<file path="config.mk">
export PLATFORM = sky130hd
export DESIGN_NAME = mac_seq_pipe_flat
export DESIGN_NICKNAME = d
export VERILOG_FILES = /design/src/rtl/mac_seq_pipe_if.sv /design/src/rtl/mac_seq_pipe.sv /design/src/flat_wrapper.sv
export SDC_FILE = /design/constraint.sdc
export NUM_CORES = 2
export LEC_CHECK = 0
export ABC_AREA = 0
export BUFFER_PORTS_ARGS = -buffer_cell sky130_fd_sc_hd__buf_4
export CAP_MARGIN = 20
export CORE_MARGIN = 3
export CORE_UTILIZATION = 40
export CTS_CLUSTER_DIAMETER = 60
export CTS_CLUSTER_SIZE = 25
export DETAILED_ROUTE_END_ITERATION = 10
export PLACE_DENSITY = 0.65
export SLEW_MARGIN = 0
export SYNTH_ARGS = -nofsm -noshare
export SYNTH_HDL_FRONTEND = slang
export SYNTH_SLANG_ARGS = --single-unit
</file>
<file path="constraint.sdc">
create_clock -name clk -period 10.9 [get_ports clk]
set_clock_uncertainty 0.05 [all_clocks]
set_input_delay 1.09 -clock clk [delete_from_list [all_inputs] [get_ports clk]]
set_output_delay 1.09 -clock clk [all_outputs]
set_load 0.1 [all_outputs]
</file>
<file path="src/rtl/mac_seq_pipe_if.sv">
// Operand and result handshake bundle for mac_seq_pipe.
// master = producer/consumer side, slave = the MAC unit.
interface mac_seq_pipe_if #(
    parameter int WIDTH     = 32,
    parameter int ACC_WIDTH = 2*WIDTH+8
);
    logic                 in_valid;
    logic                 in_ready;
    logic [WIDTH-1:0]     a;
    logic [WIDTH-1:0]     b;
    logic                 in_last;
    logic                 signed_mode;
    logic                 clear;
    logic [ACC_WIDTH-1:0] acc_q;
    logic                 out_valid;
    logic                 out_ready;
    logic [ACC_WIDTH-1:0] res_q;
    logic                 res_sat;

    modport master (
        output in_valid, a, b, in_last, signed_mode, clear, out_ready,
        input  in_ready, acc_q, out_valid, res_q, res_sat
    );

    modport slave (
        input  in_valid, a, b, in_last, signed_mode, clear, out_ready,
        output in_ready, acc_q, out_valid, res_q, res_sat
    );
endinterface

</file>
<file path="src/rtl/mac_seq_pipe.sv">
// Two-stage pipelined multiply-accumulate over framed operand sequences.
// Define MAC_SAT_EN to clamp accumulation instead of wrapping.
module mac_seq_pipe #(
    parameter int WIDTH     = 32,
    parameter int ACC_WIDTH = 2*WIDTH+8
) (
    input  logic            clk,
    input  logic            reset,
    mac_seq_pipe_if.slave   bus
);
    localparam int PW = 2*WIDTH;
    localparam int XW = ACC_WIDTH+1;

    logic                 first_q, first_d;
    logic                 seq_sgn_q, seq_sgn_d;
    logic                 p_vld_q, p_vld_d;
    logic [PW-1:0]        p_q, p_d;
    logic                 p_last_q, p_last_d;
    logic                 p_sgn_q, p_sgn_d;
    logic                 p_first_q, p_first_d;
    logic [ACC_WIDTH-1:0] acc_q, acc_d;
    logic                 sat_acc_q, sat_acc_d;
    logic [ACC_WIDTH-1:0] res_q, res_d;
    logic                 res_sat_q, res_sat_d;
    logic                 out_valid_q, out_valid_d;

    logic                 stall, adv_a, in_ready, accept, mode_eff;
    logic [PW-1:0]        a_x, b_x, prod;
    logic [ACC_WIDTH-1:0] base, sum_acc;
    logic [XW-1:0]        base_x, prod_x, sum;
    logic                 ovf, sat_now;

    // Handshake and product stage
    always_comb begin
        stall    = p_vld_q && p_last_q && out_valid_q && !bus.out_ready;
        adv_a    = p_vld_q && !stall && !bus.clear;
        in_ready = !reset && !bus.clear && (!p_vld_q || !stall);
        accept   = bus.in_valid && in_ready;
        mode_eff = first_q ? bus.signed_mode : seq_sgn_q;
        if (mode_eff) begin
            a_x = {{WIDTH{bus.a[WIDTH-1]}}, bus.a};
            b_x = {{WIDTH{bus.b[WIDTH-1]}}, bus.b};
        end else begin
            a_x = {{WIDTH{1'b0}}, bus.a};
            b_x = {{WIDTH{1'b0}}, bus.b};
        end
        prod = a_x * b_x;
    end

    // Accumulate stage; one guard bit exposes overflow
    always_comb begin
        base    = p_first_q ? '0 : acc_q;
        base_x  = p_sgn_q ? {base[ACC_WIDTH-1], base} : {1'b0, base};
        prod_x  = p_sgn_q ? {{(XW-PW){p_q[PW-1]}}, p_q}
                          : {{(XW-PW){1'b0}}, p_q};
        sum     = base_x + prod_x;
        sum_acc = sum[ACC_WIDTH-1:0];
        ovf     = 1'b0;
`ifdef MAC_SAT_EN
        if (p_sgn_q) begin
            if (sum[XW-1] != sum[XW-2]) begin
                ovf     = 1'b1;
                sum_acc = sum[XW-1] ? {1'b1, {(ACC_WIDTH-1){1'b0}}}
                                    : {1'b0, {(ACC_WIDTH-1){1'b1}}};
            end
        end else if (sum[XW-1]) begin
            ovf     = 1'b1;
            sum_acc = '1;
        end
`endif
        sat_now = ovf || (!p_first_q && sat_acc_q);
    end

    always_comb begin
        first_d     = first_q;
        seq_sgn_d   = seq_sgn_q;
        p_vld_d     = p_vld_q;
        p_d         = p_q;
        p_last_d    = p_last_q;
        p_sgn_d     = p_sgn_q;
        p_first_d   = p_first_q;
        acc_d       = acc_q;
        sat_acc_d   = sat_acc_q;
        res_d       = res_q;
        res_sat_d   = res_sat_q;
        out_valid_d = out_valid_q;

        if (accept) begin
            p_vld_d   = 1'b1;
            p_d       = prod;
            p_last_d  = bus.in_last;
            p_sgn_d   = mode_eff;
            p_first_d = first_q;
            first_d   = bus.in_last;
            seq_sgn_d = mode_eff;
        end else if (adv_a) begin
            p_vld_d = 1'b0;
        end

        if (out_valid_q && bus.out_ready)
            out_valid_d = 1'b0;

        if (adv_a) begin
            acc_d     = sum_acc;
            sat_acc_d = sat_now;
            if (p_last_q) begin
                res_d       = sum_acc;
                res_sat_d   = sat_now;
                out_valid_d = 1'b1;
            end
        end

        // Abort drops the in-flight product but leaves the held result
        if (bus.clear) begin
            p_vld_d   = 1'b0;
            acc_d     = '0;
            sat_acc_d = 1'b0;
            first_d   = 1'b1;
        end
    end

    always_ff @(posedge clk) begin
        if (reset) begin
            first_q     <= 1'b1;
            seq_sgn_q   <= 1'b0;
            p_vld_q     <= 1'b0;
            p_q         <= '0;
            p_last_q    <= 1'b0;
            p_sgn_q     <= 1'b0;
            p_first_q   <= 1'b0;
            acc_q       <= '0;
            sat_acc_q   <= 1'b0;
            res_q       <= '0;
            res_sat_q   <= 1'b0;
            out_valid_q <= 1'b0;
        end else begin
            first_q     <= first_d;
            seq_sgn_q   <= seq_sgn_d;
            p_vld_q     <= p_vld_d;
            p_q         <= p_d;
            p_last_q    <= p_last_d;
            p_sgn_q     <= p_sgn_d;
            p_first_q   <= p_first_d;
            acc_q       <= acc_d;
            sat_acc_q   <= sat_acc_d;
            res_q       <= res_d;
            res_sat_q   <= res_sat_d;
            out_valid_q <= out_valid_d;
        end
    end

    assign bus.in_ready  = in_ready;
    assign bus.acc_q     = acc_q;
    assign bus.out_valid = out_valid_q;
    assign bus.res_q     = res_q;
    assign bus.res_sat   = res_sat_q;
endmodule

</file>
<file path="src/flat_wrapper.sv">
// flat-port wrapper written by rule: the top's interface ports become plain ports
module mac_seq_pipe_flat 
#(
    parameter int WIDTH     = 32,
    parameter int ACC_WIDTH = 2*WIDTH+8
)
  (clk, reset, bus_in_valid, bus_a, bus_b, bus_in_last, bus_signed_mode, bus_clear, bus_out_ready, bus_in_ready, bus_acc_q, bus_out_valid, bus_res_q, bus_res_sat);
  mac_seq_pipe_if #(.WIDTH(WIDTH), .ACC_WIDTH(ACC_WIDTH)) bus_i ();
  input  logic clk;
  input  logic reset;
  input wire logic [$bits(bus_i.in_valid)-1:0] bus_in_valid;
  input wire logic [$bits(bus_i.a)-1:0] bus_a;
  input wire logic [$bits(bus_i.b)-1:0] bus_b;
  input wire logic [$bits(bus_i.in_last)-1:0] bus_in_last;
  input wire logic [$bits(bus_i.signed_mode)-1:0] bus_signed_mode;
  input wire logic [$bits(bus_i.clear)-1:0] bus_clear;
  input wire logic [$bits(bus_i.out_ready)-1:0] bus_out_ready;
  output wire logic [$bits(bus_i.in_ready)-1:0] bus_in_ready;
  output wire logic [$bits(bus_i.acc_q)-1:0] bus_acc_q;
  output wire logic [$bits(bus_i.out_valid)-1:0] bus_out_valid;
  output wire logic [$bits(bus_i.res_q)-1:0] bus_res_q;
  output wire logic [$bits(bus_i.res_sat)-1:0] bus_res_sat;
  assign bus_i.in_valid = bus_in_valid;
  assign bus_i.a = bus_a;
  assign bus_i.b = bus_b;
  assign bus_i.in_last = bus_in_last;
  assign bus_i.signed_mode = bus_signed_mode;
  assign bus_i.clear = bus_clear;
  assign bus_i.out_ready = bus_out_ready;
  assign bus_in_ready = bus_i.in_ready;
  assign bus_acc_q = bus_i.acc_q;
  assign bus_out_valid = bus_i.out_valid;
  assign bus_res_q = bus_i.res_q;
  assign bus_res_sat = bus_i.res_sat;
  mac_seq_pipe #(.WIDTH(WIDTH), .ACC_WIDTH(ACC_WIDTH)) u_core (.clk(clk), .reset(reset), .bus(bus_i));
endmodule
</file>
==> summary.txt <==
count of nets after finishing: 8460
kind of cell adding the most delay to the critical path: adder cells
placed wire-length estimate after detailed placement: 148000 um
Filler Cells Inserted: 14.6k
largest fanout of any net on the critical path: 24
GR Layer Usage met1: 0.337
Min Clock Period, post-route: 9.87 ns
number of hold violations in the final report: 0
clock transition time at the flip-flop clock pins of the worst setup and hold paths: 0.09 ns
summed negative setup slack over all endpoints: 0 ns
IO Pins: 218
Mean Syn Cell Area: 9.00 um2
global-route met3 utilization: 0.0429
Synth-to-Final Area Change: 5.76%
final WL: 178000 um
Net Count, Synth: 8515
clock sink total: 216
wire length of the first global-routing pass: 282000 um
Stages on worst setup path: 32
Min-Delay Path Class: reg -> reg
most used standard cell by instance count after synthesis: sky130_fd_sc_hd__inv_1
worst reg2reg path depth: 31
critical path type: in -> reg
worst setup path startpoint: bus_signed_mode
Synth async-reset ratio: 0
tightest slew margin relative to the limit: 0.388
fraction of post-synthesis cell area in the top cell type by area: 0.477
post-cts sizing count: 0
WP data required: 11.24 ns
floorplan die area: 154000 um2
final max-slew violation count: 0
sequential area share after synthesis: 0.0723
CTS tree: yes
post-synth design cell area: 59800 um2
FF+latch count, synth: 216
area inside the core boundary: 148000 um2
iteration-0 DRC count of the detailed router: 3184
number of detailed-routing iterations run before antenna repair: 6
routed len/inst: 20.9 um
Data arrival, critical path: 10.21 ns
maximum number of pins on one net before global-route repair: 85
RSZ-0062 raised after global routing: false
worst reg2reg endpoint: u_core.p_q[60]
leftover overflow at the end of global routing: 0
Critical Path Sink Type: flip-flop
number of buffers inserted for hold repair after clock tree synthesis: 0
via count of the first global-routing pass: 48.2k
placer congestion estimate: 0.916
total number of yosys warnings: 0
routing usage on met2: 0.374
most used flip-flop cell after synthesis: sky130_fd_sc_hd__dfxtp_1
master of the slowest instance on the critical path: sky130_fd_sc_hd__fa_1
maximum achievable frequency: 0.101 GHz
Post-synth EDFFs: 0
final worst path period share: 0.905
most instantiated cells after synthesis: sky130_fd_sc_hd__inv_1, sky130_fd_sc_hd__fa_1, sky130_fd_sc_hd__nand2_1, sky130_fd_sc_hd__and2_1, sky130_fd_sc_hd__ha_1
number of distinct standard cells referenced by the synthesized netlist: 94
depth of the CTS H-tree: 1
dominant cells by area after synthesis: sky130_fd_sc_hd__fa_1, sky130_fd_sc_hd__inv_1, sky130_fd_sc_hd__ha_1, sky130_fd_sc_hd__dfxtp_1, sky130_fd_sc_hd__nand2_1
Chip Width: 393 um
total vias in the final route: 44.0k
pin slew with the least headroom to its limit: 0.918 ns
largest incremental delay on the critical path: 0.75 ns
total DRC errors in the routed layout: 0
number of port buffers: 217
number of instances on the worst hold path: 2
CP Launch Type: primary input
number of endpoints failing setup at the final stage: 0
Gate Count Post-Synth: 6641
number of maximum-capacitance violations: 0
buffers inserted by post-CTS timing repair: 0
internal reg-to-reg setup slack: 1.20 ns
most frequent cell on the critical path: sky130_fd_sc_hd__fa_1
Critical path destination: u_core.p_q[60]
startpoint of the most critical register-to-register path: u_core.first_q
initial antenna violation count: 8
clock root buffer master: sky130_fd_sc_hd__clkbuf_16
total global routing track utilization: 0.236
count of buffering cells on the critical path with inverters included: 8
clock insertion delay at the later pin of the skew report: 0.51 ns
effective utilization at floorplan: 0.403
hold wc startpoint: u_core.p_first_q
Core Rows: 141
detailed-route vias per instance: 5.16
global-route layer with the greatest usage: met2
number of nets with antenna violations after routing: 0
layout cells sized above 1: 0.0499
Synth area leader: sky130_fd_sc_hd__fa_1
vertical extent of the die: 393 um
outcome: finished clean
number of clock buffers inserted by TritonCTS: 14
clock buffer depth: 3
## placed cells by master, fill, tap and decap left out, types with 80 or more instances in the layout
master and instances:
sky130_fd_sc_hd__ha_1 378, sky130_fd_sc_hd__dfxtp_1 215, sky130_fd_sc_hd__xnor2_1 125, sky130_fd_sc_hd__nor2b_1 80
sky130_fd_sc_hd__nor2_1 125, sky130_fd_sc_hd__and2_1 527, sky130_fd_sc_hd__inv_1 1525, sky130_fd_sc_hd__buf_4 257
sky130_fd_sc_hd__fa_1 1425, sky130_fd_sc_hd__a21oi_1 321, sky130_fd_sc_hd__nand2_1 977, sky130_fd_sc_hd__o21ai_0 87
## sequential cells by signal (all words and copies together), names as in the netlist
name	flops
u_core.bus.res_sat	1
u_core.bus.acc_q	72
u_core.p_first_q	1
u_core.p_last_q	1
u_core.bus.out_valid	1
u_core.sat_acc_q	1
u_core.seq_sgn_q	1
u_core.bus.res_q	72
u_core.first_q	1
u_core.p_q	64
u_core.p_vld_q	1
## cells by family after synthesis
| family | after synthesis | share of synthesized area |
|---|---|---|
| AND/OR/NAND/NOR | 1891 | 0.153 |
| buffers and inverters | 1855 | 0.119 |
| adder cells (fa/ha/maj) | 1804 | 0.556 |
| AO/OA/AOI/OAI | 691 | 0.0723 |
| flip-flops | 216 | 0.0723 |
| XOR/XNOR | 179 | 0.0262 |
| multiplexers | 5 | 0.000837 |
## worst min-delay path by stage
stage / to / slack [ns]
global route: u_core.bus.res_q[41] / 0.44
floorplan: u_core.sat_acc_q / 0.36
global placement: u_core.sat_acc_q / 0.37
detailed placement: u_core.sat_acc_q / 0.39
finish: u_core.p_first_q / 0.41
CTS: u_core.sat_acc_q / 0.41
## per-stage QoR
step,instances,utilization,worst slack [ns],hold WS [ns],instance area [um2]
after global placement,8500,0.424,0.579,0.371,62800
after CTS,8522,0.427,1.03,0.407,63200
after global routing,8523,0.427,0.593,0.436,63200
final,8525,0.427,1.03,0.405,63200
after floorplan,6641,-,0.960,0.362,59800
after detailed placement,8500,0.424,0.478,0.390,62800
## metal layers
metal / routed length (um) / share of wire
met1: 80800 / 0.45
met2: 79000 / 0.44
met3: 14300 / 0.080
met4: 4300 / 0.024
met5: 53 / 0.00030
## area by class of cell
class	instances	area (um2)	area share
Antenna cell	3	7.51	0.000119
Clock buffer	16	379	0.00600
Clock inverter	6	90.1	0.00142
Inverter	1526	5730	0.0906
Multi-Input combinational cell	4570	48300	0.764
Sequential cell	216	4330	0.0684
Tap cell	1930	2410	0.0382
Timing Repair Buffer	258	1950	0.0308
## tightest hold or removal path: stages, from the launching register on
cell and delay (ns):
sky130_fd_sc_hd__dfxtp_2 0.33, sky130_fd_sc_hd__nand2_1 0.05, sky130_fd_sc_hd__a21oi_1 0.05
Power is not shown: default switching activity piles up to over one toggle a cycle in this logic, so the estimate is an artifact.
